`src/rtl/cas_rec_pkg.sv`:
```
// Shared types and constants for the cassette record path.
// Covers the recorder state encoding, the leader sync byte and the period counter width.
package cas_rec_pkg;

   typedef enum logic [1:0] {
      IDLE   = 2'd0,
      HUNT   = 2'd1,
      SYNCED = 2'd2
   } rec_state_t;

   localparam logic [7:0] SYNC_BYTE = 8'h55;

   localparam int PERIOD_W = 12;
   localparam logic [PERIOD_W-1:0] PERIOD_MAX = {PERIOD_W{1'b1}};

endpackage

```
`src/rtl/cas_period_meter.sv`:
```
// Turns the CoCo DAC waveform into FSK bits by timing rising zero crossings.
// Also flags carrier loss when no crossing arrives for a long time.
module cas_period_meter
   import cas_rec_pkg::*;
#(
   parameter int TICKS_PER_US  = 57,
   parameter int MID_LEVEL     = 32,
   parameter int HYST          = 4,
   parameter int MIN_PERIOD_US = 200,
   parameter int BIT_THRESH_US = 625,
   parameter int GAP_US        = 2000
) (
   input  logic       clk,
   input  logic       reset,
   input  logic       clear,
   input  logic [5:0] dac_in,
   output logic       bit_valid,
   output logic       rx_bit,
   output logic       gap
);

   localparam logic [15:0]         PRESC_LAST = 16'(TICKS_PER_US - 1);
   localparam logic [5:0]          LEVEL_HI   = 6'(MID_LEVEL + HYST);
   localparam logic [5:0]          LEVEL_LO   = 6'(MID_LEVEL - HYST);
   localparam logic [PERIOD_W-1:0] MIN_P      = PERIOD_W'(MIN_PERIOD_US);
   localparam logic [PERIOD_W-1:0] THRESH_P   = PERIOD_W'(BIT_THRESH_US);
   localparam logic [PERIOD_W-1:0] GAP_P      = PERIOD_W'(GAP_US);

   logic [15:0]         presc_q, presc_d;
   logic                comp_q, comp_d;
   logic                comp_prev_q, comp_prev_d;
   logic [PERIOD_W-1:0] cnt_q, cnt_d;
   logic                started_q, started_d;
   logic                bit_valid_q, bit_valid_d;
   logic                rx_bit_q, rx_bit_d;

   logic us_tick;
   logic rise;
   logic gap_hit;
   logic rise_ok;

   always_ff @(posedge clk) begin
      if (reset) begin
         presc_q     <= '0;
         comp_q      <= 1'b0;
         comp_prev_q <= 1'b0;
         cnt_q       <= '0;
         started_q   <= 1'b0;
         bit_valid_q <= 1'b0;
         rx_bit_q    <= 1'b0;
      end else begin
         presc_q     <= presc_d;
         comp_q      <= comp_d;
         comp_prev_q <= comp_prev_d;
         cnt_q       <= cnt_d;
         started_q   <= started_d;
         bit_valid_q <= bit_valid_d;
         rx_bit_q    <= rx_bit_d;
      end
   end

   // A crossing that arrives before the counter has been started, or after carrier loss,
   // only restarts timing; a too-short one is treated as a glitch and leaves the counter running.
   always_comb begin
      us_tick = (presc_q == PRESC_LAST);
      presc_d = us_tick ? 16'd0 : presc_q + 16'd1;

      if (dac_in >= LEVEL_HI) begin
         comp_d = 1'b1;
      end else if (dac_in <= LEVEL_LO) begin
         comp_d = 1'b0;
      end else begin
         comp_d = comp_q;
      end
      comp_prev_d = comp_q;

      rise    = comp_q & ~comp_prev_q;
      gap_hit = started_q && (cnt_q >= GAP_P);
      rise_ok = rise && (!started_q || gap_hit || (cnt_q >= MIN_P));

      cnt_d = cnt_q;
      if (clear || rise_ok) begin
         cnt_d = '0;
      end else if (us_tick && (cnt_q != PERIOD_MAX)) begin
         cnt_d = cnt_q + 1'b1;
      end

      started_d = started_q;
      if (clear) begin
         started_d = 1'b0;
      end else if (rise_ok) begin
         started_d = 1'b1;
      end else if (gap_hit) begin
         started_d = 1'b0;
      end

      bit_valid_d = !clear && rise_ok && started_q && !gap_hit;
      rx_bit_d    = (cnt_q < THRESH_P);
   end

   assign bit_valid = bit_valid_q;
   assign rx_bit    = rx_bit_q;
   assign gap       = gap_hit;

endmodule

```
`src/rtl/cas_recorder.sv`:
```
// Cassette record path: aligns decoded FSK bits on the 0x55 leader and
// writes byte-aligned data into the tape buffer RAM.
module cas_recorder
   import cas_rec_pkg::*;
#(
   parameter int TICKS_PER_US  = 57,
   parameter int MID_LEVEL     = 32,
   parameter int HYST          = 4,
   parameter int MIN_PERIOD_US = 200,
   parameter int BIT_THRESH_US = 625,
   parameter int GAP_US        = 2000,
   parameter int ADDR_W        = 16
) (
   input  logic              clk,
   input  logic              reset,
   input  logic [5:0]        dac_in,
   input  logic              motor,
   input  logic              rec_arm,
   input  logic              rec_clear,
   output logic              wr_en,
   output logic [ADDR_W-1:0] wr_addr,
   output logic [7:0]        wr_data,
   output logic [ADDR_W-1:0] rec_len,
   output logic              rec_active,
   output logic              overflow
);

   localparam logic [ADDR_W-1:0] PTR_LAST = {ADDR_W{1'b1}};

   rec_state_t state_q, state_d;

   logic [7:0]        shift_q, shift_d;
   logic [2:0]        bit_cnt_q, bit_cnt_d;
   logic [ADDR_W-1:0] ptr_q, ptr_d;
   logic              full_q, full_d;
   logic              overflow_q, overflow_d;
   logic              wr_en_q, wr_en_d;
   logic [ADDR_W-1:0] wr_addr_q, wr_addr_d;
   logic [7:0]        wr_data_q, wr_data_d;

   logic       bit_valid;
   logic       rx_bit;
   logic       gap;
   logic       run;
   logic [7:0] shift_next;
   logic       byte_done;
   logic       meter_clear;
   logic       rec_active_o;

   cas_period_meter #(
      .TICKS_PER_US (TICKS_PER_US),
      .MID_LEVEL    (MID_LEVEL),
      .HYST         (HYST),
      .MIN_PERIOD_US(MIN_PERIOD_US),
      .BIT_THRESH_US(BIT_THRESH_US),
      .GAP_US       (GAP_US)
   ) u_meter (
      .clk      (clk),
      .reset    (reset),
      .clear    (meter_clear),
      .dac_in   (dac_in),
      .bit_valid(bit_valid),
      .rx_bit   (rx_bit),
      .gap      (gap)
   );

   assign run        = motor & rec_arm;
   assign shift_next = {rx_bit, shift_q[7:1]};
   assign byte_done  = run && !gap && bit_valid &&
                       (((state_q == HUNT) && (shift_next == SYNC_BYTE)) ||
                        ((state_q == SYNCED) && (bit_cnt_q == 3'd7)));

   always_ff @(posedge clk) begin
      if (reset || rec_clear) begin
         state_q <= IDLE;
      end else begin
         state_q <= state_d;
      end
   end

   always_comb begin
      state_d = state_q;
      if (!run) begin
         state_d = IDLE;
      end else begin
         case (state_q)
            IDLE:    state_d = HUNT;
            HUNT:    if (byte_done) state_d = SYNCED;
            SYNCED:  if (gap) state_d = HUNT;
            default: state_d = IDLE;
         endcase
      end
   end

   always_comb begin
      rec_active_o = (state_q == SYNCED);
      meter_clear  = (state_q == IDLE);
   end

   always_ff @(posedge clk) begin
      if (reset || rec_clear) begin
         shift_q    <= '0;
         bit_cnt_q  <= '0;
         ptr_q      <= '0;
         full_q     <= 1'b0;
         overflow_q <= 1'b0;
         wr_en_q    <= 1'b0;
         wr_addr_q  <= '0;
         wr_data_q  <= '0;
      end else begin
         shift_q    <= shift_d;
         bit_cnt_q  <= bit_cnt_d;
         ptr_q      <= ptr_d;
         full_q     <= full_d;
         overflow_q <= overflow_d;
         wr_en_q    <= wr_en_d;
         wr_addr_q  <= wr_addr_d;
         wr_data_q  <= wr_data_d;
      end
   end

   // Partial bytes are thrown away on motor/arm drop and on carrier loss; once the
   // last address has been written the pointer parks there and further bytes only flag overflow.
   always_comb begin
      shift_d    = shift_q;
      bit_cnt_d  = bit_cnt_q;
      ptr_d      = ptr_q;
      full_d     = full_q;
      overflow_d = overflow_q;
      wr_en_d    = 1'b0;
      wr_addr_d  = wr_addr_q;
      wr_data_d  = wr_data_q;

      if (!run || (state_q == IDLE) || gap) begin
         shift_d   = '0;
         bit_cnt_d = '0;
      end else if (bit_valid) begin
         shift_d   = shift_next;
         bit_cnt_d = (state_q == SYNCED) ? bit_cnt_q + 3'd1 : 3'd0;
         if (byte_done) begin
            if (full_q) begin
               overflow_d = 1'b1;
            end else begin
               wr_en_d   = 1'b1;
               wr_addr_d = ptr_q;
               wr_data_d = shift_next;
               if (ptr_q == PTR_LAST) begin
                  full_d = 1'b1;
               end else begin
                  ptr_d = ptr_q + 1'b1;
               end
            end
         end
      end
   end

   assign wr_en      = wr_en_q;
   assign wr_addr    = wr_addr_q;
   assign wr_data    = wr_data_q;
   assign rec_len    = ptr_q;
   assign rec_active = rec_active_o;
   assign overflow   = overflow_q;

endmodule

```
`config.mk`:
```
export PLATFORM = sky130hd
export DESIGN_NAME = cas_recorder
export DESIGN_NICKNAME = d
export VERILOG_FILES = /design/src/rtl/cas_rec_pkg.sv /design/src/rtl/cas_period_meter.sv /design/src/rtl/cas_recorder.sv
export SDC_FILE = /design/constraint.sdc
export NUM_CORES = 1
export LEC_CHECK = 0
export CAP_MARGIN = 20
export CORE_ASPECT_RATIO = 1.5
export CORE_UTILIZATION = 40
export CTS_BUF_LIST = sky130_fd_sc_hd__clkbuf_4
export CTS_CLUSTER_SIZE = 12
export DETAILED_ROUTE_END_ITERATION = 7
export SLEW_MARGIN = 30
export SYNTH_ARGS = -nofsm -noshare
export SYNTH_HDL_FRONTEND = slang
export SYNTH_HIERARCHICAL = 1
export SYNTH_SLANG_ARGS = --single-unit
```
`constraint.sdc`:
```
create_clock -name clk -period 3.2 [get_ports clk]
set_clock_uncertainty 0.1 [all_clocks]
set_input_delay 0.64 -clock clk [delete_from_list [all_inputs] [get_ports clk]]
set_output_delay 0.64 -clock clk [all_outputs]
set_load 0.05 [all_outputs]
```
==> summary.txt <==
Adder-Cell Fraction of Synth Area - 2.17%
R2R depth - 8
number of synthesized flops with an enable pin - 0
peak supply drop - 0.000193 V
Slew Limit Fails - 0
Worst Setup End Kind - output pin
Final Hold Viols - 0
CTS Sinks - 88
failing checks - design-rule violations
FF-to-FF End - wr_addr[11]
# nets final - 525
Pwr Density - 393 nW/µm²
Achievable Freq - 333 MHz
post-synthesis simple-gate area fraction - 30.5%
MaxCap Viol Count - 0
fin worst setup slack - 197 ps
grt ovf - 0
Die Wd - 84.1 µm
worst rel slew slack - 43.8%
startpoint types - register
clk buf depth - 2
number of routed nets with antenna violations - 0
library cells used by synthesis - 55
multiplexer share of the synthesized area - 1.98%
critical path depth - 2
Setup violations, final - 0
FF-to-FF Start - u_meter/cnt_q[8]
Fin Setup TNS - 0 ps
minimum clock period - 3000 ps
Resize count post-CTS - 0
commonest cells after routing, fill and taps aside - 88 x dfxtp_1, 67 x nor2_1, 67 x nand2_1, 53 x clkdlybuf4s50_1, 39 x a21oi_1
Synth area leader - dfxtp_1
outcome - finished with violations
first-pass GRT wire length - 14.2 mm
pin count of the biggest net entering global routing - 32
Crit Path Category - reg2out
IO Port Bufs - 53
worst-path cell chain - nor2b_1 -> clkdlybuf4s50_1
DRT iter0 DRCs - 120
Clock Tree Root - clkbuf_4
leading cell type in the layout, fill and taps excluded - dfxtp_1
WHS Endpoint - wr_addr[7]
drt via density - 5.30
RD Place Congestion - 0.781
data arrival time of the critical path - 2260 ps
sequential-to-total area share from yosys stat - 43.6%
clock slew at reported path FFs - 140 ps
finished layout cell area - 4780 µm²
largest family of logic cells by synthesized area - simple AND/OR/NAND/NOR gates
initial antenna violation count - 0
WL/cell - 13.4 µm
Die Area - 10500 µm²
Pwr Total - 1.88 mW
DRT Wirelength - 8.39 mm
DP Area - 4610 µm²
CTS tree - yes
Setup Fix Bufs, Post-CTS - 0
Worst Hold Path Cells - 2
DR vias - 3324
Worst Tran Pin Value - 842 ps
P&R area growth vs syn - 18.2%
drt drc - 16
Post-Syn Area per Cell - 8.73 µm²
Top-Level Pins - 54
synthesized area - 4040 µm²
Pleak - 1.53 nW
number of global-route vias before repair - 3050
Max FO, Critical Path - 6
Fillers - 965
syn nets - 481
delay-heaviest family, CP - buffers and inverters
number of diodes - 0
post-synth top area share - 43.6%
layout cell share with drive strength beyond 1 - 8.79%
Cell Rows - 44
Ys Warns - 6
drt first pass iters - 6
Place WS - 359 ps
clock buffers created by TritonCTS - 9
Post-Synth XOR/XNOR Area - 5.63%
All-Layer GR Usage - 16.7%
CORE AREA - 9740 µm²
period utilization - 93.8%
Post-DP HPWL - 6.04 mm
Chip Height - 125 µm
Buf+Inv Stages, Crit Path - 1
Worst Path Required - 2460 ps
Worst path slowest cell - clkdlybuf4s50_1
ys async rst share - 0%
top post-synthesis cells by area - dfxtp_1 44%, nand2_1 6.2%, nor2_1 6.2%
clk_lat worst skew - 450 ps
Synth Area in Compound Gates - 11.3%
initial core utilization - 41.5%
Hold WC Path Type - reg2reg
worst hold start - wr_addr[7]
reg2reg setup slack - 430 ps
RSZ-0062 raised after global routing - false
top_reg_cell synth - dfxtp_1
WHS - 363 ps
CTS H-tree lvls - 3
CP max stage delay - 920 ps
hold buffers post-CTS - 0
FF+latch count, synth - 88
Gate Count Post-Synth - 463
## tightest hold or removal path: stages, from the launching register on
cell and delay (ps):
dfxtp_1 330, nand2_1 50, a21oi_1 50
## cell usage after synthesis (all sizes together), types with 2 or more instances
cell,number
dfxtp,88
nor2,68
nand2,67
a21oi,39
xnor2,24
nand3,20
buf,15
nor4,12
clkbuf,11
inv,11
nor3,10
mux2i,8
ha,7
nand4,7
o21ai,7
a31oi,6
and3,6
nand2b,6
nor4b,6
a41o,5
nor2b,5
or2,4
or3,4
a211oi,3
a31o,3
and4,3
and4bb,2
xor2,2
## how the worst max path moves through the flow
stage | from | to | slack, ps
floorplan | u_meter/cnt_q[4] | rec_len[7] | 910
global route | state_q[1] | rec_active | 150
CTS | state_q[1] | rec_active | 220
global placement | rec_arm | wr_data[7] | 390
detailed placement | rec_arm | wr_addr[3] | 360
finish | state_q[1] | rec_active | 200
## sequential cells by signal, indices dropped and copies added (netlist names), 2 cells and up
register         flops
wr_addr             16
shift_q              7
state_q              2
rec_len             16
u_meter/presc_q     16
wr_data              8
bit_cnt_q            3
u_meter/cnt_q       12
## report_power, final
part / internal, mW / total, mW / switching, mW
sequential: 1.10 / 1.11 / 0.00537
combinational: 0.0239 / 0.0518 / 0.0279
clock: 0.329 / 0.719 / 0.390
total: 1.45 / 1.88 / 0.423
## logic make-up after synthesis
logic type      count (synthesis)
fa+ha+maj                       7
mux                             8
compound gates                 71
simple gates                  226
buf+inv                        37
flops                          88
xor+xnor                       26
## routing by layer
metal	GRT usage [%]	part of all wire, %	vias to the layer above
li1	-	-	1692
met1	19.2	44	1572
met2	29.8	51	52
met3	2.97	3.0	8
met4	7.61	1.7	0
met5	0	0	-
## through the flow
| stage | util [%] | std cells |
|---|---|---|
| finish | 49.0 | 627 |
| global route | 49.0 | 627 |
| floorplan | - | 463 |
| detailed placement | 47.3 | 611 |
| global placement | 47.3 | 611 |
| CTS | 49.0 | 627 |
## final cells by class
type | count | area (µm²) | area share [%]
multi-input cells | 338 | 2090 | 43.7
flip-flops and latches | 88 | 1760 | 36.9
well taps | 115 | 144 | 3.01
repair buffers | 59 | 576 | 12.0
clock buffers | 10 | 75.1 | 1.57
inverters | 11 | 41.3 | 0.864
clock inverters | 6 | 93.8 | 1.96
Note: power is estimated with default switching activity, not from simulation.
